==> src/rtl/seg_scan_ctrl_pkg.sv <==
// Shared types and default constants for the multiplexed seven-segment scan controller.
package seg_scan_ctrl_pkg;

  typedef enum logic [1:0] {
    OFF  = 2'd0,
    SHOW = 2'd1,
    GAP  = 2'd2
  } scan_state_t;

  localparam int DEF_NUM_DIGITS = 4;
  localparam int DEF_DWELL_CYC  = 50000;
  localparam int DEF_BLANK_CYC  = 8;

endpackage

==> src/rtl/seg_scan_ctrl_if.sv <==
// Frame-load and display-drive signals between a host and the scan controller.
interface seg_scan_ctrl_if
  import seg_scan_ctrl_pkg::*;
#(
  parameter int NUM_DIGITS = DEF_NUM_DIGITS
);

  logic                    enable;
  logic                    load;
  logic [4*NUM_DIGITS-1:0] bcd_in;
  logic                    lzb;
  logic [3:0]              bcd_out;
  logic [NUM_DIGITS-1:0]   digit_en;
  logic                    pending;
  logic                    frame_done;

  modport master (
    output enable, load, bcd_in, lzb,
    input  bcd_out, digit_en, pending, frame_done
  );

  modport slave (
    input  enable, load, bcd_in, lzb,
    output bcd_out, digit_en, pending, frame_done
  );

endinterface

==> src/rtl/seg_slot_timer.sv <==
// Loadable down-counter that stops at zero; tc flags the final cycle of an interval.
module seg_slot_timer #(
  parameter int WIDTH = 16
) (
  input  logic             clk,
  input  logic             rst_n,
  input  logic             load,
  input  logic [WIDTH-1:0] value,
  output logic             tc
);

  logic [WIDTH-1:0] count;

  always_ff @(posedge clk or negedge rst_n) begin
    if (!rst_n) begin
      count <= '0;
    end else if (load) begin
      count <= value;
    end else if (count != '0) begin
      count <= count - 1'b1;
    end
  end

  assign tc = (count == '0);

endmodule

==> src/rtl/seg_scan_ctrl.sv <==
// Time-multiplexed BCD digit scanner with double-buffered frames and leading-zero blanking.
module seg_scan_ctrl
  import seg_scan_ctrl_pkg::*;
#(
  parameter int NUM_DIGITS = DEF_NUM_DIGITS,
  parameter int DWELL_CYC  = DEF_DWELL_CYC,
  parameter int BLANK_CYC  = DEF_BLANK_CYC
) (
  input logic           clk,
  input logic           rst_n,
  seg_scan_ctrl_if.slave bus
);

  localparam int MAXC = (DWELL_CYC > BLANK_CYC) ? DWELL_CYC : BLANK_CYC;
  localparam int TW   = $clog2(MAXC);
  localparam int IW   = $clog2(NUM_DIGITS);
  localparam logic [TW-1:0] DWELL_LD = TW'(DWELL_CYC - 1);
  localparam logic [TW-1:0] BLANK_LD = TW'(BLANK_CYC - 1);
  localparam logic [IW-1:0] LAST     = IW'(NUM_DIGITS - 1);

  scan_state_t             state, state_n;
  logic [IW-1:0]           idx, idx_n;
  logic [1:0]              sync;
  logic                    ready;
  logic                    tc, tload;
  logic [TW-1:0]           tval;
  logic                    boundary;
  logic [4*NUM_DIGITS-1:0] shadow, active, act_n;
  logic                    pending_q, lzb_q, lzb_n, run;
  logic [NUM_DIGITS-1:0]   blank;
  logic [NUM_DIGITS-1:0]   den_d, den_q;
  logic [3:0]              bcd_d, bcd_q;
  logic                    fd_d, fd_q;

  // Reset release passes through two flops before scanning may start.
  always_ff @(posedge clk or negedge rst_n) begin
    if (!rst_n) begin
      sync <= '0;
    end else begin
      sync <= {sync[0], 1'b1};
    end
  end

  assign ready = sync[1];

  seg_slot_timer #(.WIDTH(TW)) u_timer (
    .clk   (clk),
    .rst_n (rst_n),
    .load  (tload),
    .value (tval),
    .tc    (tc)
  );

  always_ff @(posedge clk or negedge rst_n) begin
    if (!rst_n) begin
      state <= OFF;
      idx   <= '0;
    end else begin
      state <= state_n;
      idx   <= idx_n;
    end
  end

  always_comb begin
    state_n = state;
    idx_n   = idx;
    tload   = 1'b0;
    tval    = '0;
    if (!bus.enable) begin
      state_n = OFF;
      idx_n   = '0;
      tload   = 1'b1;
    end else begin
      case (state)
        OFF: if (ready) begin
          state_n = SHOW;
          idx_n   = '0;
          tload   = 1'b1;
          tval    = DWELL_LD;
        end
        SHOW: if (tc) begin
          state_n = GAP;
          tload   = 1'b1;
          tval    = BLANK_LD;
        end
        GAP: if (tc) begin
          state_n = SHOW;
          idx_n   = (idx == LAST) ? '0 : idx + 1'b1;
          tload   = 1'b1;
          tval    = DWELL_LD;
        end
        default: begin
          state_n = OFF;
          idx_n   = '0;
        end
      endcase
    end
  end

  assign boundary = (state_n == SHOW) && (state != SHOW) && (idx_n == '0);

  // A load coinciding with a boundary lands in shadow after the old shadow moves on.
  always_ff @(posedge clk or negedge rst_n) begin
    if (!rst_n) begin
      shadow    <= '0;
      active    <= '0;
      pending_q <= 1'b0;
      lzb_q     <= 1'b0;
    end else begin
      active <= act_n;
      lzb_q  <= lzb_n;
      if (bus.load) begin
        shadow    <= bus.bcd_in;
        pending_q <= 1'b1;
      end else if (boundary) begin
        pending_q <= 1'b0;
      end
    end
  end

  assign act_n = (boundary && pending_q) ? shadow : active;
  assign lzb_n = boundary ? bus.lzb : lzb_q;

  // Walk down from the top digit while digits stay zero; digit 0 is never blanked.
  always_comb begin
    run   = lzb_n;
    blank = '0;
    for (int i = NUM_DIGITS - 1; i >= 1; i--) begin
      if (act_n[4*i +: 4] != 4'd0) begin
        run = 1'b0;
      end
      blank[i] = run;
    end
  end

  always_comb begin
    den_d = '0;
    bcd_d = bcd_q;
    fd_d  = (state == SHOW) && (state_n == GAP) && (idx == LAST);
    case (state_n)
      OFF: bcd_d = 4'd0;
      SHOW: begin
        bcd_d = act_n[{idx_n, 2'b00} +: 4];
        if (!blank[idx_n]) begin
          den_d[idx_n] = 1'b1;
        end
      end
      default: ;
    endcase
  end

  always_ff @(posedge clk or negedge rst_n) begin
    if (!rst_n) begin
      den_q <= '0;
      bcd_q <= '0;
      fd_q  <= 1'b0;
    end else begin
      den_q <= den_d;
      bcd_q <= bcd_d;
      fd_q  <= fd_d;
    end
  end

  assign bus.digit_en   = den_q;
  assign bus.bcd_out    = bcd_q;
  assign bus.frame_done = fd_q;
  assign bus.pending    = pending_q;

endmodule
==> src/flat_wrapper.sv <==
// flat-port wrapper written by rule: the top's interface ports become plain ports
module seg_scan_ctrl_flat import seg_scan_ctrl_pkg::*;
#(
  parameter int NUM_DIGITS = DEF_NUM_DIGITS,
  parameter int DWELL_CYC  = DEF_DWELL_CYC,
  parameter int BLANK_CYC  = DEF_BLANK_CYC
)
  (clk, rst_n, bus_enable, bus_load, bus_bcd_in, bus_lzb, bus_bcd_out, bus_digit_en, bus_pending, bus_frame_done);
  seg_scan_ctrl_if #(.NUM_DIGITS(NUM_DIGITS)) bus_i ();
  input logic clk;
  input logic rst_n;
  input wire logic [$bits(bus_i.enable)-1:0] bus_enable;
  input wire logic [$bits(bus_i.load)-1:0] bus_load;
  input wire logic [$bits(bus_i.bcd_in)-1:0] bus_bcd_in;
  input wire logic [$bits(bus_i.lzb)-1:0] bus_lzb;
  output wire logic [$bits(bus_i.bcd_out)-1:0] bus_bcd_out;
  output wire logic [$bits(bus_i.digit_en)-1:0] bus_digit_en;
  output wire logic [$bits(bus_i.pending)-1:0] bus_pending;
  output wire logic [$bits(bus_i.frame_done)-1:0] bus_frame_done;
  assign bus_i.enable = bus_enable;
  assign bus_i.load = bus_load;
  assign bus_i.bcd_in = bus_bcd_in;
  assign bus_i.lzb = bus_lzb;
  assign bus_bcd_out = bus_i.bcd_out;
  assign bus_digit_en = bus_i.digit_en;
  assign bus_pending = bus_i.pending;
  assign bus_frame_done = bus_i.frame_done;
  seg_scan_ctrl #(.NUM_DIGITS(NUM_DIGITS), .DWELL_CYC(DWELL_CYC), .BLANK_CYC(BLANK_CYC)) u_core (.clk(clk), .rst_n(rst_n), .bus(bus_i));
endmodule
==> config.mk <==
export PLATFORM = sky130hd
export DESIGN_NAME = seg_scan_ctrl_flat
export DESIGN_NICKNAME = d
export VERILOG_FILES = /design/src/rtl/seg_scan_ctrl_pkg.sv /design/src/rtl/seg_scan_ctrl_if.sv /design/src/rtl/seg_slot_timer.sv /design/src/rtl/seg_scan_ctrl.sv /design/src/flat_wrapper.sv
export SDC_FILE = /design/constraint.sdc
export NUM_CORES = 1
export LEC_CHECK = 0
export BUFFER_PORTS_ARGS = -buffer_cell sky130_fd_sc_hd__buf_4
export CAP_MARGIN = 20
export CORE_ASPECT_RATIO = 1.4
export CORE_MARGIN = 2
export CORE_UTILIZATION = 35
export CTS_CLUSTER_DIAMETER = 150
export DETAILED_ROUTE_END_ITERATION = 7
export GPL_ROUTABILITY_DRIVEN = 0
export GPL_TIMING_DRIVEN = 0
export PLACE_DENSITY = 0.6
export SYNTH_ARGS = -nofsm -noshare
export SYNTH_HDL_FRONTEND = slang
export SYNTH_HIERARCHICAL = 1
export SYNTH_SLANG_ARGS = --single-unit
==> constraint.sdc <==
create_clock -name clk -period 9.25 [get_ports clk]
set_clock_uncertainty 0.1 [all_clocks]
set_input_delay 0.925 -clock clk [delete_from_list [all_inputs] [get_ports clk]]
set_output_delay 0.925 -clock clk [all_outputs]
set_load 0.02 [all_outputs]
==> flow_summary.json <==
{
  "status": "finished, final reports clean",
  "clk_latency_ps": 330,
  "worstPathArrival_ps": 3750,
  "cts_tree": "done",
  "synth_top_cell_by_area": "dfrtp_1",
  "start_util_pct": 36.0,
  "synth_seq_cells": 65,
  "post-route-min-period_ps": 3660,
  "synth_edf_count": 0,
  "setup_viol": 0,
  "crit_type": "reg -> reg",
  "synth_cells": 293,
  "vias": 2397,
  "io_buffers": 29,
  "wl_per_cell_um": 15.9,
  "drv_slew": 0,
  "hold_buffers": 0,
  "cp_max_fo": 10,
  "synth_area_leaders": "dfrtp_1 (48%), mux2_2 (5.6%), mux2_4 (4.4%), ha_1 (2.6%), nand2_1 (2.3%)",
  "rows": 42,
  "first_pass_iters": 4,
  "rsz0062_at_grt": "false",
  "power_w": 0.000898,
  "finalNetCount": 367,
  "ys.flop_type": "dfrtp_1",
  "layoutNonFillerInstCount": 454,
  "crit_buf_inv": 4,
  "maxCapViolations": 0,
  "viasPerCell": 5.28,
  "crit_chain": "inv_1, ha_1, nor3b_4, nand3_2, nor2_1, buf_6, a22oi_1, o21ai_0, clkbuf_1, clkbuf_1, o221ai_1",
  "yosys-top-cells-count": "dfrtp_1 (65), nand2_1 (21), mux2_2 (17)",
  "async_flop_share_pct": 100,
  "grt_use_total_pct": 14.8,
  "grt_pass1_wl_mm": 12.0,
  "drt_wl_total_mm": 7.21,
  "tightest_slew_ps": 828,
  "post-route-period-util_pct": 39.6,
  "cts.htree.levels": 3,
  "dp_slack_ps": 5640,
  "post_cts_buffers": 0,
  "place_inst": 438,
  "critPathTopFamily": "buffers and inverters",
  "finalHoldViolCount": 0,
  "cts_buffer_depth": 2,
  "placed_area_sq_um": 3780,
  "area_growth_pct": 20.3,
  "clock-root-buffer": "clkbuf_16",
  "grt-ovfl-total": 0,
  "grt_pass1_vias": 2387,
  "powerDensity_nw_per_um2": 219,
  "grt_start_max_net_pins": 66,
  "antenna_found_initial": 0,
  "yosysTopAreaCellShare_pct": 47.8,
  "postSynthAreaPerCell_sq_um": 11.6,
  "dieArea_sq_um": 10500,
  "cts_made_buffers": 9,
  "ys_seq_area_share_pct": 47.8,
  "synth_area_sq_um": 3400,
  "fp.dieW_um": 87.3,
  "multi_input_area_sq_um": 1690,
  "place_hpwl_mm": 5.15,
  "synth_cell_type_count": 59,
  "drive_above_1_share_pct": 26.7,
  "cts-resized-gates": 0,
  "cts.clk_slew.worst_paths_ps": 50,
  "cp_slowest_cell": "o21ai_0",
  "setup_tns_ps": 0,
  "crit_required_ps": 9330,
  "yosysWarnings": 6,
  "dieHeight_um": 121,
  "cp-end-kind": "flip-flop",
  "peakVddDrop_uv": 132,
  "ant_nets": 0,
  "cp_common_cell": "clkbuf_1",
  "hold_path_class": "reg -> reg",
  "io_pins": 31,
  "drt_iter0_markers": 74,
  "slew_headroom_pct": 44.8,
  "synth_most_common_cell": "dfrtp_1",
  "seq_area_sq_um": 1630,
  "crit_path_max_incr_delay_ps": 600,
  "cts.sinks": 65,
  "fmax_mhz": 273,
  "leakage_nw": 1.84,
  "route.detailed.drc": 0,
  "setup_slack_ps": 5590,
  "setup.worst_path.start_class": "flip-flop",
  "core_sq_um": 9460,
  "antenna_cells": 0,
  "final_area_sq_um": 4090,
  "n_fill_cell": 924
}
-- report_power, final --
group,internal (W),total [W],switching [W]
logic,0.0000881,0.000157,0.0000694
registers,0.000335,0.000386,0.0000514
clock network,0.000234,0.000355,0.000120
total,0.000657,0.000898,0.000241
-- cell families after synthesis --
| kind of cell | synth area share [%] |
|---|---|
| AOI/OAI and AO/OA | 12.2 |
| xor gates and xnor gates | 2.06 |
| adders and majority gates | 2.57 |
| buffers and inverters | 3.24 |
| DFF | 47.8 |
| muxes | 14.1 |
| other | 0.221 |
| and+or+nand+nor | 17.9 |
-- stage by stage --
| stage | hold WS (ps) | utilization, % |
|---|---|---|
| after floorplan | 231 | - |
| after global placement | 234 | 40.0 |
| after detailed placement | 240 | 40.0 |
| after CTS | 253 | 43.3 |
| after global routing | 260 | 43.3 |
| final | 249 | 43.3 |
-- registers in the layout (all words and copies together) (netlist names) --
register,cells
u_core/bus.bcd_out,4
u_core/shadow,16
u_core/bus.pending,1
u_core/active,16
u_core/u_timer/count,16
u_core/idx,2
u_core/sync,2
u_core/bus.digit_en,4
u_core/bus.frame_done,1
u_core/state,2
u_core/lzb_q,1
-- per-layer routing --
metal / GRT usage (%) / wire length, um / vias up
met5: 0 / 0 / -
met4: 7.21 / 178 / 0
met3: 4.03 / 239 / 18
met2: 25.0 / 3790 / 41
met1: 17.0 / 3010 / 1175
li1: - / - / 1163
-- path summary, 6_finish.rpt --
kind | start | endpoint | slack, ps | cells after the start
max | u_core/u_timer/count[0] | u_core/u_timer/count[6] | 5590 | 11
min | u_core/sync[0] | u_core/sync[1] | 250 | 0
max reg2reg | u_core/u_timer/count[0] | u_core/u_timer/count[6] | 5590 | 11
min reg2reg | u_core/sync[0] | u_core/sync[1] | 250 | 0
max in group asynchronous | rst_n | u_core/state[0] | 7910 | 1
min in group asynchronous | rst_n | u_core/u_timer/count[10] | 590 | 1
-- final cells by class --
| type | count | area share (%) |
|---|---|---|
| Clock inverter | 6 | 2.02 |
| Buffer | 13 | 2.05 |
| Tap cell | 110 | 3.36 |
| Timing Repair Buffer | 29 | 5.32 |
| Multi-Input combinational cell | 214 | 41.3 |
| Inverter | 7 | 0.642 |
| Clock buffer | 10 | 5.59 |
| Sequential cell | 65 | 39.7 |
-- cell usage in the layout, fill, tap and decap left out, types with 5 or more instances in the layout --
cell type / instances
a21oi_1: 5
buf_4: 30
clkbuf_1: 6
clkbuf_16: 9
conb_1: 8
dfrtp_1: 65
ha_1: 7
inv_1: 6
mux2_1: 6
mux2_2: 17
mux2_4: 10
mux2i_1: 7
nand2_1: 21
nand2b_1: 11
nor2_1: 11
nor2b_1: 6
nor3_1: 7
o211a_1: 6
o211ai_1: 5
o21ai_0: 8
o31ai_1: 6
or3_1: 6
or4_1: 6
xnor2_1: 8
Power figures use the tool's default switching activity.
